## src/rtl/video_timing_detect.sv

```systemverilog
// Video timing detector: measures line and frame geometry from hsync/vsync/de
// and reports it once enough consecutive frames agree.
module video_timing_detect #(
  parameter int STABLE_FRAMES    = 2,
  parameter int TIMEOUT_BITS     = 24,
  parameter bit SYNC_ACTIVE_HIGH = 1'b1
) (
  input  logic        clock,
  input  logic        rstn,
  input  logic        hsync,
  input  logic        vsync,
  input  logic        de,
  output logic [12:0] h_total,
  output logic [12:0] h_active,
  output logic [11:0] v_total,
  output logic [11:0] v_active,
  output logic        locked,
  output logic        frame_start,
  output logic        mode_changed,
  output logic [1:0]  fsm_state
);
  typedef enum logic [1:0] {SEARCH = 2'd0, MEASURE = 2'd1, LOCKED = 2'd2} state_t;

  localparam logic SYNC_INV = ~SYNC_ACTIVE_HIGH;

  state_t state, state_n;
  logic hs_r, vs_r, de_r, hs_d, vs_d;
  logic hs_lead, vs_lead;
  logic [12:0] h_cnt, de_cnt, line_len, line_act;
  logic [11:0] v_cnt, va_cnt;
  logic line_de, sat_flag;
  logic [TIMEOUT_BITS-1:0] wd_cnt;
  logic [3:0] match_cnt, match_n;
  logic [12:0] cand_ht, cand_ha;
  logic [11:0] cand_vt, cand_va;
  logic h_sat, de_sat, v_sat, va_sat, new_line_de, timeout;
  logic [12:0] f_ht, f_ha;
  logic [11:0] f_vt, f_va;
  logic f_bad, f_same, cand_load, out_load, mc_n;

  assign hs_lead = hs_r & ~hs_d;
  assign vs_lead = vs_r & ~vs_d;
  assign timeout = &wd_cnt;
  assign fsm_state = state;

  // A line counts toward v_active on its first de cycle.
  assign new_line_de = de_r & (hs_lead | ~line_de);
  assign h_sat  = (h_cnt == '1) & ~hs_lead;
  assign de_sat = (de_cnt == '1) & de_r & ~hs_lead;
  assign v_sat  = (v_cnt == '1) & hs_lead & ~vs_lead;
  assign va_sat = (va_cnt == '1) & new_line_de & ~vs_lead;

  // Frame tuple as seen at a vsync leading edge; a coincident hsync closes the last line.
  assign f_ht   = hs_lead ? h_cnt : line_len;
  assign f_ha   = (hs_lead && de_cnt != '0) ? de_cnt : line_act;
  assign f_vt   = v_cnt;
  assign f_va   = va_cnt;
  assign f_bad  = sat_flag | h_sat | de_sat | v_sat | va_sat;
  assign f_same = (f_ht == cand_ht) && (f_ha == cand_ha) && (f_vt == cand_vt) && (f_va == cand_va);

  always_ff @(posedge clock or negedge rstn) begin
    if (!rstn) begin
      hs_r <= 1'b0; vs_r <= 1'b0; de_r <= 1'b0; hs_d <= 1'b0; vs_d <= 1'b0;
      h_cnt <= '0; de_cnt <= '0; line_len <= '0; line_act <= '0;
      v_cnt <= '0; va_cnt <= '0; line_de <= 1'b0; sat_flag <= 1'b0;
      wd_cnt <= '0;
    end else begin
      hs_r <= hsync ^ SYNC_INV;
      vs_r <= vsync ^ SYNC_INV;
      de_r <= de;
      hs_d <= hs_r;
      vs_d <= vs_r;
      if (hs_lead) begin
        h_cnt    <= 13'd1;
        line_len <= h_cnt;
        de_cnt   <= {12'd0, de_r};
        if (de_cnt != '0) line_act <= de_cnt;
      end else begin
        if (!h_sat) h_cnt <= h_cnt + 1'b1;
        if (de_r && !de_sat) de_cnt <= de_cnt + 1'b1;
      end
      line_de <= hs_lead ? de_r : (line_de | de_r);
      if (vs_lead) begin
        v_cnt    <= {11'd0, hs_lead};
        va_cnt   <= {11'd0, new_line_de};
        sat_flag <= 1'b0;
      end else begin
        if (hs_lead && !v_sat) v_cnt <= v_cnt + 1'b1;
        if (new_line_de && !va_sat) va_cnt <= va_cnt + 1'b1;
        sat_flag <= f_bad;
      end
      wd_cnt <= (vs_lead || timeout) ? '0 : wd_cnt + 1'b1;
    end
  end

  always_comb begin
    state_n   = state;
    match_n   = match_cnt;
    cand_load = 1'b0;
    out_load  = 1'b0;
    mc_n      = 1'b0;
    if (vs_lead) begin
      case (state)
        SEARCH: begin
          state_n   = MEASURE;
          match_n   = 4'd0;
          cand_load = 1'b1;
        end
        MEASURE: begin
          cand_load = 1'b1;
          if (f_bad)                        match_n = 4'd0;
          else if (f_same && match_cnt != '1) match_n = match_cnt + 4'd1;
          else if (!f_same)                 match_n = 4'd1;
          if (!f_bad && int'(match_n) >= STABLE_FRAMES) begin
            state_n  = LOCKED;
            out_load = 1'b1;
          end
        end
        LOCKED: begin
          if (f_bad || !f_same) begin
            state_n   = MEASURE;
            mc_n      = 1'b1;
            match_n   = f_bad ? 4'd0 : 4'd1;
            cand_load = 1'b1;
          end
        end
        default: state_n = SEARCH;
      endcase
    end else if (timeout) begin
      state_n = SEARCH;
      match_n = 4'd0;
      mc_n    = (state == LOCKED);
    end
  end

  always_ff @(posedge clock or negedge rstn) begin
    if (!rstn) begin
      state <= SEARCH;
      match_cnt <= '0;
      cand_ht <= '0; cand_ha <= '0; cand_vt <= '0; cand_va <= '0;
      h_total <= '0; h_active <= '0; v_total <= '0; v_active <= '0;
      locked <= 1'b0; frame_start <= 1'b0; mode_changed <= 1'b0;
    end else begin
      state     <= state_n;
      match_cnt <= match_n;
      if (cand_load) begin
        cand_ht <= f_ht; cand_ha <= f_ha; cand_vt <= f_vt; cand_va <= f_va;
      end
      if (out_load) begin
        h_total <= f_ht; h_active <= f_ha; v_total <= f_vt; v_active <= f_va;
      end
      locked       <= (state_n == LOCKED);
      frame_start  <= vs_lead;
      mode_changed <= mc_n;
    end
  end
endmodule

```

## config.mk

```make
export PLATFORM = sky130hd
export DESIGN_NAME = video_timing_detect
export DESIGN_NICKNAME = d
export VERILOG_FILES = /design/src/rtl/video_timing_detect.sv
export SDC_FILE = /design/constraint.sdc
export NUM_CORES = 1
export LEC_CHECK = 0
export ABC_AREA = 1
export CELL_PAD_IN_SITES_DETAIL_PLACEMENT = 1
export CELL_PAD_IN_SITES_GLOBAL_PLACEMENT = 2
export CORE_MARGIN = 2
export CORE_UTILIZATION = 36
export DETAILED_ROUTE_END_ITERATION = 10
export PLACE_DENSITY_LB_ADDON = 0.15
export SYNTH_ARGS = -nofsm -noshare
export SYNTH_HDL_FRONTEND = slang
export SYNTH_SLANG_ARGS = --single-unit
```

## constraint.sdc

```tcl
create_clock -name clock -period 3.1 [get_ports clock]
set_clock_uncertainty 0.2 [all_clocks]
set_input_delay 0.31 -clock clock [delete_from_list [all_inputs] [get_ports clock]]
set_output_delay 0.31 -clock clock [all_outputs]
set_load 0.005 [all_outputs]
```

# Word level (Yosys, flattened, before mapping)
# Cells that the tools add are included.
[totals]
reg_bits = 216
inputBits = 5
wordCells = 133
output_inout_bits = 55
[op_classes]
eq_ne = 15
muxes = 37
addsub = 6
bitwise_logic = 21
reduce_logical = 26
order_cmp = 1
[ops]
columns = ["operator", "n"]
rows = [
  ["two-way mux 13 bit", 6],
  ["two-way mux 12 bit", 4],
  ["two-way mux 4 bit", 8],
  ["adder 13 x 1 -> 13 bit (second input constant)", 2],
  ["== test 13 bit", 2],
  ["== test 13 bit (second input constant)", 2],
  ["adder 12 x 1 -> 12 bit (second input constant)", 2],
  ["adder 24 x 1 -> 24 bit (second input constant)", 1],
  ["== test 12 bit", 2],
  ["== test 12 bit (second input constant)", 2],
  ["two-way mux 24 bit", 1],
  ["AND reduction 24 bit", 1],
  ["nonzero test 13 bit", 1],
  ["one-hot mux 4 bit (3 select lines)", 1],
  ["two-way mux 1 bit", 11],
  ["bitwise AND 1 bit", 10],
  ["logical AND 1 bit", 9],
  ["two-way mux 2 bit", 4],
  ["nonzero test 2 bit", 4],
  ["bitwise OR 1 bit", 6],
  ["one-hot mux 2 bit (3 select lines)", 1],
  ["logical NOT 1 bit", 5],
  ["NOT 1 bit", 5],
  ["adder 4 x 1 -> 4 bit (second input constant)", 1],
  ["13 further kinds", 15],
]

# Longest topological paths before layout
# Gate-level depths: netlist of run 1.
[logic_depth]
word_depth = 19
depth_mapped = 24
mapped_depth_nobuf = 23

# Worst setup path before layout of run 1
# OpenSTA, ideal clock, no wires.
[synth_timing]
path_kind = "reg2reg"
startpoint = "reg de_cnt[0]"
endpoint = "reg h_active[3]"
setup_time_ns = 0.124
setup_slack_ns = 0.368
period_less_slack_ns = 2.732
required_time_ns = 2.776
stages_incl_launch_ff = 22
arrival_ns = 2.408
n_path_buf = 2
cell_sequence = "dfrtp_1 inv_1 ha_1 nand2_1 nor2_2 nand2_4 nand2_4 buf_6 nand2_2 nand2_2 nand2_1 a21oi_1 nand2_1 nor2_1 nand3_2 nor2_2 nand2_1 nand2_2 nand3_4 buf_6 nand2_2 o21ai_2"
[synth_via]
elab_chain_cells = 17
elab_cells_between_ends = 25
cone_classes = "order compare: 1; eq/ne: 2; mux: 9; bitwise: 5; reduce/logical: 8"
[synth_rtl]
columns = ["element", "line", "text"]
rows = [
  ["start, declared", "29", "logic [12:0] h_cnt, de_cnt, line_len, line_act;"],
  ["start signal, assigned", "76", "de_cnt <= {12'd0, de_r};"],
  ["start signal, assigned", "80", "if (de_r && !de_sat) de_cnt <= de_cnt + 1'b1;"],
  ["nonzero test 13 bit", "55", "assign f_ha = (hs_lead && de_cnt != '0) ? de_cnt : line_act;"],
  ["logical AND 1 bit", "55", ""],
  ["two-way mux 13 bit", "55", ""],
  ["== test 13 bit", "59", "assign f_same = (f_ht == cand_ht) && (f_ha == cand_ha) && (f_vt == cand_vt) && (f_va == cand_va);"],
  ["logical AND 1 bit (3 in a row)", "59", ""],
  ["two-way mux 4 bit / logical AND 1 bit (equally long branches)", "113, 112", ""],
  ["two-way mux 4 bit", "112", "else if (f_same && match_cnt != '1) match_n = match_cnt + 4'd1;"],
  ["two-way mux 4 bit", "111", "if (f_bad) match_n = 4'd0;"],
  ["two-way mux 4 bit", "103", "case (state)"],
  ["two-way mux 4 bit", "102", "if (vs_lead) begin"],
  ["greater-or-equal comparator 4 x 2 -> 1 bit", "114", "if (!f_bad && int'(match_n) >= STABLE_FRAMES) begin"],
  ["logical AND 1 bit", "114", ""],
  ["two-way mux 1 bit", "114", ""],
  ["two-way mux 1 bit", "103", ""],
  ["two-way mux 1 bit", "102", ""],
  ["end signal, assigned", "150", "h_total <= f_ht; h_active <= f_ha; v_total <= f_vt; v_active <= f_va;"],
  ["end, declared", "14", "output logic [12:0] h_active,"],
]
# Several ways; a longest one is shown, not always the timed one. The select of a mux whose other input is x is not followed.
# A chain may end at the register's enable or synchronous reset.

# Worst setup path after layout of run 1
[layout_timing]
startpoint = "reg de_cnt[1]"
endpoint = "reg v_active[10]"
[layout_via]
elab_chain_cells = 17
elab_cells_between_ends = 25
cone_classes = "order compare: 1; eq/ne: 2; mux: 9; bitwise: 5; reduce/logical: 8"
[layout_rtl]
columns = ["element", "line", "text"]
rows = [
  ["nonzero test 13 bit", "55", ""],
  ["logical AND 1 bit", "55", ""],
  ["two-way mux 13 bit", "55", ""],
  ["== test 13 bit", "59", ""],
  ["logical AND 1 bit (3 in a row)", "59", ""],
  ["two-way mux 4 bit / logical AND 1 bit (equally long branches)", "113, 112", ""],
  ["two-way mux 4 bit", "112", ""],
  ["two-way mux 4 bit", "111", ""],
  ["two-way mux 4 bit", "103", ""],
  ["two-way mux 4 bit", "102", ""],
  ["greater-or-equal comparator 4 x 2 -> 1 bit", "114", ""],
  ["logical AND 1 bit (*)", "114", ""],
  ["two-way mux 1 bit (*)", "114", ""],
  ["two-way mux 1 bit (*)", "103", ""],
  ["two-way mux 1 bit (*)", "102", ""],
  ["end signal, assigned", "150", ""],
  ["end, declared", "16", "output logic [11:0] v_active,"],
]
# Every way passes the cells marked *; elsewhere a longest branch is shown, timed or not. The select of a mux whose other input is x is not followed.

==> results of run 1 <==
## sequential cells by signal, indices dropped and copies added (netlist names), 2 cells and up
name,flops
cand_ht,13
line_act,13
f_vt,12
h_cnt,13
cand_va,12
de_cnt,13
cand_vt,12
h_active,13
cand_ha,13
line_len,13
fsm_state,2
wd_cnt,24
f_va,12
match_cnt,4
v_active,12
v_total,12
h_total,13
## critical path, stage by stage, from the launching register on
cell	delay [ns]
dfrtp_1	0.40
inv_2	0.09
ha_4	0.14
nand2_4	0.06
nor2_4	0.16
nand2_8	0.12
buf_6	0.16
nand3_4	0.06
nand2_2	0.06
nand2_2	0.06
nand2_2	0.06
nor2_4	0.16
buf_6	0.13
nand3_4	0.09
nor2_4	0.17
o311ai_4	0.14
nand2_4	0.12
nand3_4	0.13
buf_12	0.18
buf_8	0.12
clkbuf_16	0.15
o21ai_2	0.12
## per-layer routing
metal  vias up  routed length, um  GRT usage [%]
li1       4770                  -              -
met1      4756              15300           26.7
met2       105              15700           32.3
met3        45                809           2.40
met4         0                689           4.64
met5         -                  0              0
## per-stage QoR
step / hold WS [ns] / setup slack, ns / std cells / total power [mW] / utilization, %
after floorplan: -0.186 / 0.368 / 1371 / 4.33 / -
after global placement: 0.160 / -0.0997 / 1879 / 4.90 / 42.4
after detailed placement: 0.173 / -0.174 / 1879 / 4.96 / 42.4
after CTS: 0.00290 / -0.00539 / 1944 / 8.43 / 46.4
after global routing: 0.0114 / -0.222 / 1983 / 9.19 / 50.1
final: 0.0311 / -0.0667 / 1983 / 8.69 / 50.1
## area by class of cell
class	count	area (um^2)
Sequential cell	216	5410
Clock inverter	13	149
Fill cell	3509	14900
Multi-Input combinational cell	920	5110
Timing Repair Buffer	207	2260
Inverter	200	753
Tap cell	390	488
Clock buffer	37	793
## worst paths after layout
path                                 from            to  slack, ns  cells after the start
max in group asynchronous            rstn          hs_r       1.69                      3
min in group asynchronous            rstn   h_active[5]       0.19                      2
worst max-delay path            de_cnt[1]  v_active[10]      -0.07                     21
worst min register to register       vs_r          vs_d       0.18                      0
worst min-delay path                   de          de_r       0.03                      1
worst max register to register  de_cnt[1]  v_active[10]      -0.07                     21
## power by group through the flow
| stage | clock network [mW] | logic, mW | registers [mW] |
|---|---|---|---|
| detailed placement | 0 | 1.60 | 3.36 |
| floorplan | 0 | 1.02 | 3.30 |
| global route | 3.51 | 2.32 | 3.36 |
| finish | 3.31 | 2.06 | 3.33 |
| global placement | 0 | 1.55 | 3.35 |
| CTS | 3.40 | 1.70 | 3.32 |
## cell families after synthesis
group                      Yosys count  share of synthesized area, %
and+or+nand+nor                    697                          28.2
adders and majority gates           11                          1.25
xor gates and xnor gates             6                         0.478
DFF                                216                          49.2
buffers and inverters              240                          9.54
AOI/OAI and AO/OA                  201                          11.3
## repair_timing
item                       in CTS  in global routing
setup endpoints to repair     104                124
pin swaps                       9                 40
setup buffers                  10                 21
gates resized for setup        23                131
hold endpoints to repair       85                  1
hold buffers                    2                  1
gates cloned                    3                 18
## cells in the final DEF, fill, tap and decap left out, types with 49 or more instances in the layout
| master | synthesis | final |
|---|---|---|
| buf_4 | 4 | 97 |
| clkdlybuf4s50_1 | 0 | 58 |
| dfrtp_1 | 216 | 215 |
| inv_1 | 195 | 192 |
| nand2_1 | 367 | 333 |
| nand2_2 | 58 | 74 |
| nand3_1 | 81 | 65 |
| nor2_1 | 110 | 92 |
| o21ai_0 | 89 | 86 |
| o21ai_2 | 50 | 49 |
==> flow_metrics.py, run 1 <==
metrics = {
    "outcome": {
        "status": "finished, violations left",
        "violations": "setup timing",
    },
    "clock_network": {
        "cts_root_buf": "clkbuf_16",
        "cts_buffer_depth": 3,
        "clk_pin_slew_ns": 0.06,
        "clock_sinks": 216,
        "insertion_delay_ns": 0.55,
        "cts_tree": "done",
        "htree_levels": 1,
        "cts_buffers": 27,
    },
    "floorplan": {
        "core-area_mm2": 0.0299,
        "die_h_um": 179,
        "num_io_pins": 60,
        "rows": 63,
        "die_area_mm2": 0.0319,
        "fp.dieW_um": 179,
        "initial_core_util_pct": 36.8,
    },
    "route": {
        "routedWlPerCell_um": 16.4,
        "vias": 9676,
        "drt-vias-per-instance": 4.88,
        "drcViolationCount": 0,
        "drtIter0Drc": 393,
        "first_pass_iters": 4,
        "drt-total-wl_mm": 32.6,
        "final_antenna_net_count": 0,
    },
    "synth": {
        "synth-edff-count": 0,
        "synth.cell_area_mm2": 0.0110,
        "synth_top_area_cell": "dfrtp_1",
        "ys_seq_area_share_pct": 49.2,
        "netlist.area_leader.share_pct": 49.2,
        "synth_area_leaders": "dfrtp_1 (49%), nand2_1 (13%), inv_1 (6.7%), o21ai_0 (4.1%), o21ai_2 (4.0%)",
        "synthFlopType": "dfrtp_1",
        "synth.cells.most_frequent": "nand2_1 (367), dfrtp_1 (216), inv_1 (195), nor2_1 (110), o21ai_0 (89)",
        "syn-mean-instance-area_um2": 8.01,
        "ys_seq_elements": 216,
        "ys_warn_count": 0,
        "synth_cell_type_count": 42,
        "synth_cells": 1371,
        "async_reset_ff_share_pct": 100,
        "synth_nets": 1387,
        "yosysMostFrequentCell": "nand2_1",
    },
    "flow_run": {
        "maxCapViolCount": 0,
    },
    "global_route": {
        "grt_overflow": 0,
        "antenna_found_initial": 0,
        "grt_max_degree": 90,
        "grt_pass1_wl_mm": 50.0,
        "grt_util_all_layers_pct": 19.3,
        "grt_pass1_vias": 9967,
    },
    "final_layout": {
        "fin_area_mm2": 0.0150,
        "fin_nets": 1588,
        "drive_gt1_share_pct": 25.7,
        "diodes": 0,
        "syn2layout_area_growth_pct": 36.3,
    },
    "worst_setup_path": {
        "path_class": "reg2reg",
        "arrival_ns": 3.42,
        "cp.required_ns": 3.36,
        "critPathLaunchType": "flip-flop",
        "cp_max_fo": 6,
        "endpoint_kind": "flip-flop",
    },
    "power_and_ir_drop": {
        "leakage_nw": 7.02,
        "p_int_mw": 5.95,
        "p_sw_mw": 2.75,
        "peakVddDrop_v": 0.000382,
        "p_sw_share_pct": 31.6,
        "combPwrFrac_pct": 23.7,
        "cellPowerDensity_mw_per_mm2": 581,
        "pwr-share-clk_pct": 38.1,
        "seqPwrFrac_pct": 38.3,
    },
    "sta": {
        "setup_viol": 30,
        "rsz0062_at_grt": "yes",
        "tightest_slew_ns": 1.17,
        "period_share_pct": 102,
        "max_clock_freq_mhz": 316,
        "tns_ns": -0.963,
        "hold_violations": 0,
        "maxSlewViolCount": 0,
        "fin_crit_ns": 3.17,
        "fin_ws_ns": -0.0667,
        "slew_headroom_pct": 21.8,
    },
    "place": {
        "place_congestion": 0.814,
        "dpl_cell_area_mm2": 0.0127,
        "hpwl_mm": 21.0,
        "port_buffers": 59,
    },
    "min_path": {
        "holdCritPathClass": "in2reg",
    },
}
(Power assumes the default switching activity.)
==> inputs of run 2 (changes only) <==
Settings changed: SKIP_CTS_REPAIR_TIMING set to 1.
==> run 2 against run 1 <==
  * The flow still finishes with violations (setup timing)
  * Combinational power is essentially flat
  * Wire length is 2.4% higher
  * Design area grew 1.5%
  * Die area unchanged
  * Final cell count grew 0.10%
  * Power rose by 0.21%
  * Critical path type unchanged
  * Largest cell class unchanged
==> flow_metrics.py, run 2 (synthesis results as in run 1) <==
metrics = {
    "worst_setup_path": {
        "critPathBufInv": 4,
        "cpPeakStageDelay_ns": 0.39,
        "cp.required_ns": 3.33,
        "path_class": "reg2reg",
        "cp_max_fo": 8,
        "rr_worst_depth": 22,
        "r2r_start": "de_cnt[0]",
        "path_delay_family": "simple AND/OR/NAND/NOR gates",
        "reg2reg_slack_ns": -0.003,
        "endpoint_kind": "flip-flop",
        "critPathMostFrequentCell": "nand2_2",
        "arrival_ns": 3.33,
        "cp_slowest_cell": "dfrtp_1",
        "crit_chain": "inv_2 -> ha_4 -> nand2_2 -> nor2_4 -> nand2_4 -> nand2_8 -> buf_4 -> nand2_1 -> nand3_2 -> nand2_2 -> nor2_4 -> nand3_1 -> nor2_1 -> nand3_2 -> nor2_4 -> nand2_2 -> nand2_2 -> nand3_4 -> clkbuf_16 -> clkbuf_16 -> nand2_4 -> o21ai_2",
        "critPathLaunchType": "flip-flop",
        "reg2reg_to": "v_active[6]",
    },
    "route": {
        "first_pass_iters": 4,
        "drcViolationCount": 0,
        "drt-vias-per-instance": 4.92,
        "vias": 9775,
        "final_antenna_net_count": 0,
        "routedWlPerCell_um": 16.8,
        "drtIter0Drc": 369,
        "drt-total-wl_mm": 33.3,
    },
    "final_layout": {
        "largest_register_ffs": 24,
        "drive_gt1_share_pct": 28.3,
        "fin_nets": 1590,
        "final-instance-count-excl-fill": 1985,
        "top_register": "wd_cnt",
        "layout_common_cells": "nand2_1 (309), dfrtp_1 (214), inv_1 (192), nor2_1 (97), buf_4 (94)",
        "diodes": 0,
        "syn2layout_area_growth_pct": 38.4,
        "final_common_cell": "nand2_1",
    },
    "global_route": {
        "grt_util_all_layers_pct": 19.0,
        "grt_overflow": 0,
        "grtUsageMet3_pct": 2.40,
        "busiest_layer": "met2",
        "grt_pass1_vias": 9848,
        "use_met1_pct": 26.2,
        "antenna_found_initial": 0,
        "grt_use_met2_pct": 31.8,
        "grt_max_degree": 90,
        "grt_pass1_wl_mm": 49.3,
    },
    "sta": {
        "hold_violations": 0,
        "tightest_slew_ns": 1.28,
        "max_clock_freq_mhz": 322,
        "slew_headroom_pct": 14.1,
        "fin_ws_ns": -0.00319,
        "rsz0062_at_grt": "yes",
        "period_share_pct": 100,
        "tns_ns": -0.00319,
        "setup_viol": 1,
        "fin_crit_ns": 3.10,
        "maxSlewViolCount": 0,
    },
    "floorplan": {
        "die_area_mm2": 0.0319,
        "num_io_pins": 60,
        "fp.dieW_um": 179,
        "core-area_mm2": 0.0299,
        "initial_core_util_pct": 36.8,
        "die_h_um": 179,
        "rows": 63,
    },
    "min_path": {
        "worstHoldStart": "de",
        "whs_endpoint": "de_r",
        "holdCritPathClass": "in2reg",
        "holdPathStages": 1,
    },
    "place": {
        "dp_cells": 1879,
        "place_congestion": 0.814,
        "hpwl_mm": 21.0,
        "port_buffers": 59,
    },
    "clock_network": {
        "insertion_delay_ns": 0.54,
        "clock_sinks": 216,
        "cts_root_buf": "clkbuf_16",
        "htree_levels": 1,
        "cts_tree": "done",
        "cts_buffers": 27,
        "cts_buffer_depth": 3,
        "clk_pin_slew_ns": 0.06,
    },
    "power_and_ir_drop": {
        "peakVddDrop_v": 0.000380,
        "leakage_nw": 7.13,
        "cellPowerDensity_mw_per_mm2": 573,
    },
    "outcome": {
        "violations": "setup timing",
        "status": "finished, violations left",
    },
    "flow_run": {
        "maxCapViolCount": 0,
    },
}
## run 2: changes by cell type in the layout (fill, tap and decap cells not counted), moves of 21 or more
cell | previous run | this run
nand2_1 | 333 | 309
nand2_4 | 19 | 45
o21ai_0 | 86 | 44
o21ai_1 | 6 | 27
o21ai_2 | 49 | 71
## run 2: worst max path at each step
stage / startpoint / end / cells after the start
floorplan: de_cnt[0] / h_active[3] / 21
global placement: de_cnt[0] / v_total[8] / 21
detailed placement: de_cnt[0] / v_total[3] / 21
CTS: de_cnt[0] / v_total[3] / 21
global route: hs_r / h_active[10] / 23
finish: de_cnt[0] / v_active[6] / 22
## run 2: worst reg2reg max path, cell delays in order (launching register included)
cell and delay (ns):
dfrtp_1 0.39, inv_2 0.09, ha_4 0.13, nand2_2 0.07, nor2_4 0.10, nand2_4 0.10
nand2_8 0.14, buf_4 0.13, nand2_1 0.08, nand3_2 0.07, nand2_2 0.07, nor2_4 0.16
nand3_1 0.10, nor2_1 0.13, nand3_2 0.13, nor2_4 0.14, nand2_2 0.07, nand2_2 0.10
nand3_4 0.10, clkbuf_16 0.22, clkbuf_16 0.18, nand2_4 0.06, o21ai_2 0.04
## run 2: routing by layer
metal / vias to the layer above / part of all wire, % / wire, um
met5: - / 0 / 0
li1: 4793 / - / -
met3: 48 / 2.8 / 940
met1: 4820 / 46 / 15500
met4: 0 / 2.1 / 716
met2: 114 / 49 / 16200
## run 2: power by group
group	internal (mW)	switching, mW
Combinational	0.803	1.24
Clock	2.03	1.29
Sequential	3.11	0.244
Total	5.94	2.77
## run 2: metrics by stage
stage	hold slack, ns	worst slack [ns]	area [um^2]	power (mW)	utilization [%]
finish	0.0230	-0.00319	15200	8.71	50.9
global route	0.00640	-0.189	15200	9.22	50.9
CTS	-0.351	-0.198	13600	8.33	45.6
detailed placement	0.173	-0.174	12700	4.96	42.4
global placement	0.160	-0.0997	12700	4.90	42.4
floorplan	-0.186	0.368	11000	4.33	-
## run 2: area by class of cell
type / count / area [um^2]
Clock inverter: 13 / 149
Clock buffer: 37 / 793
Fill cell: 3493 / 14700
Tap cell: 390 / 488
Multi-Input combinational cell: 919 / 5270
Sequential cell: 216 / 5410
Timing Repair Buffer: 210 / 2340
Inverter: 200 / 753
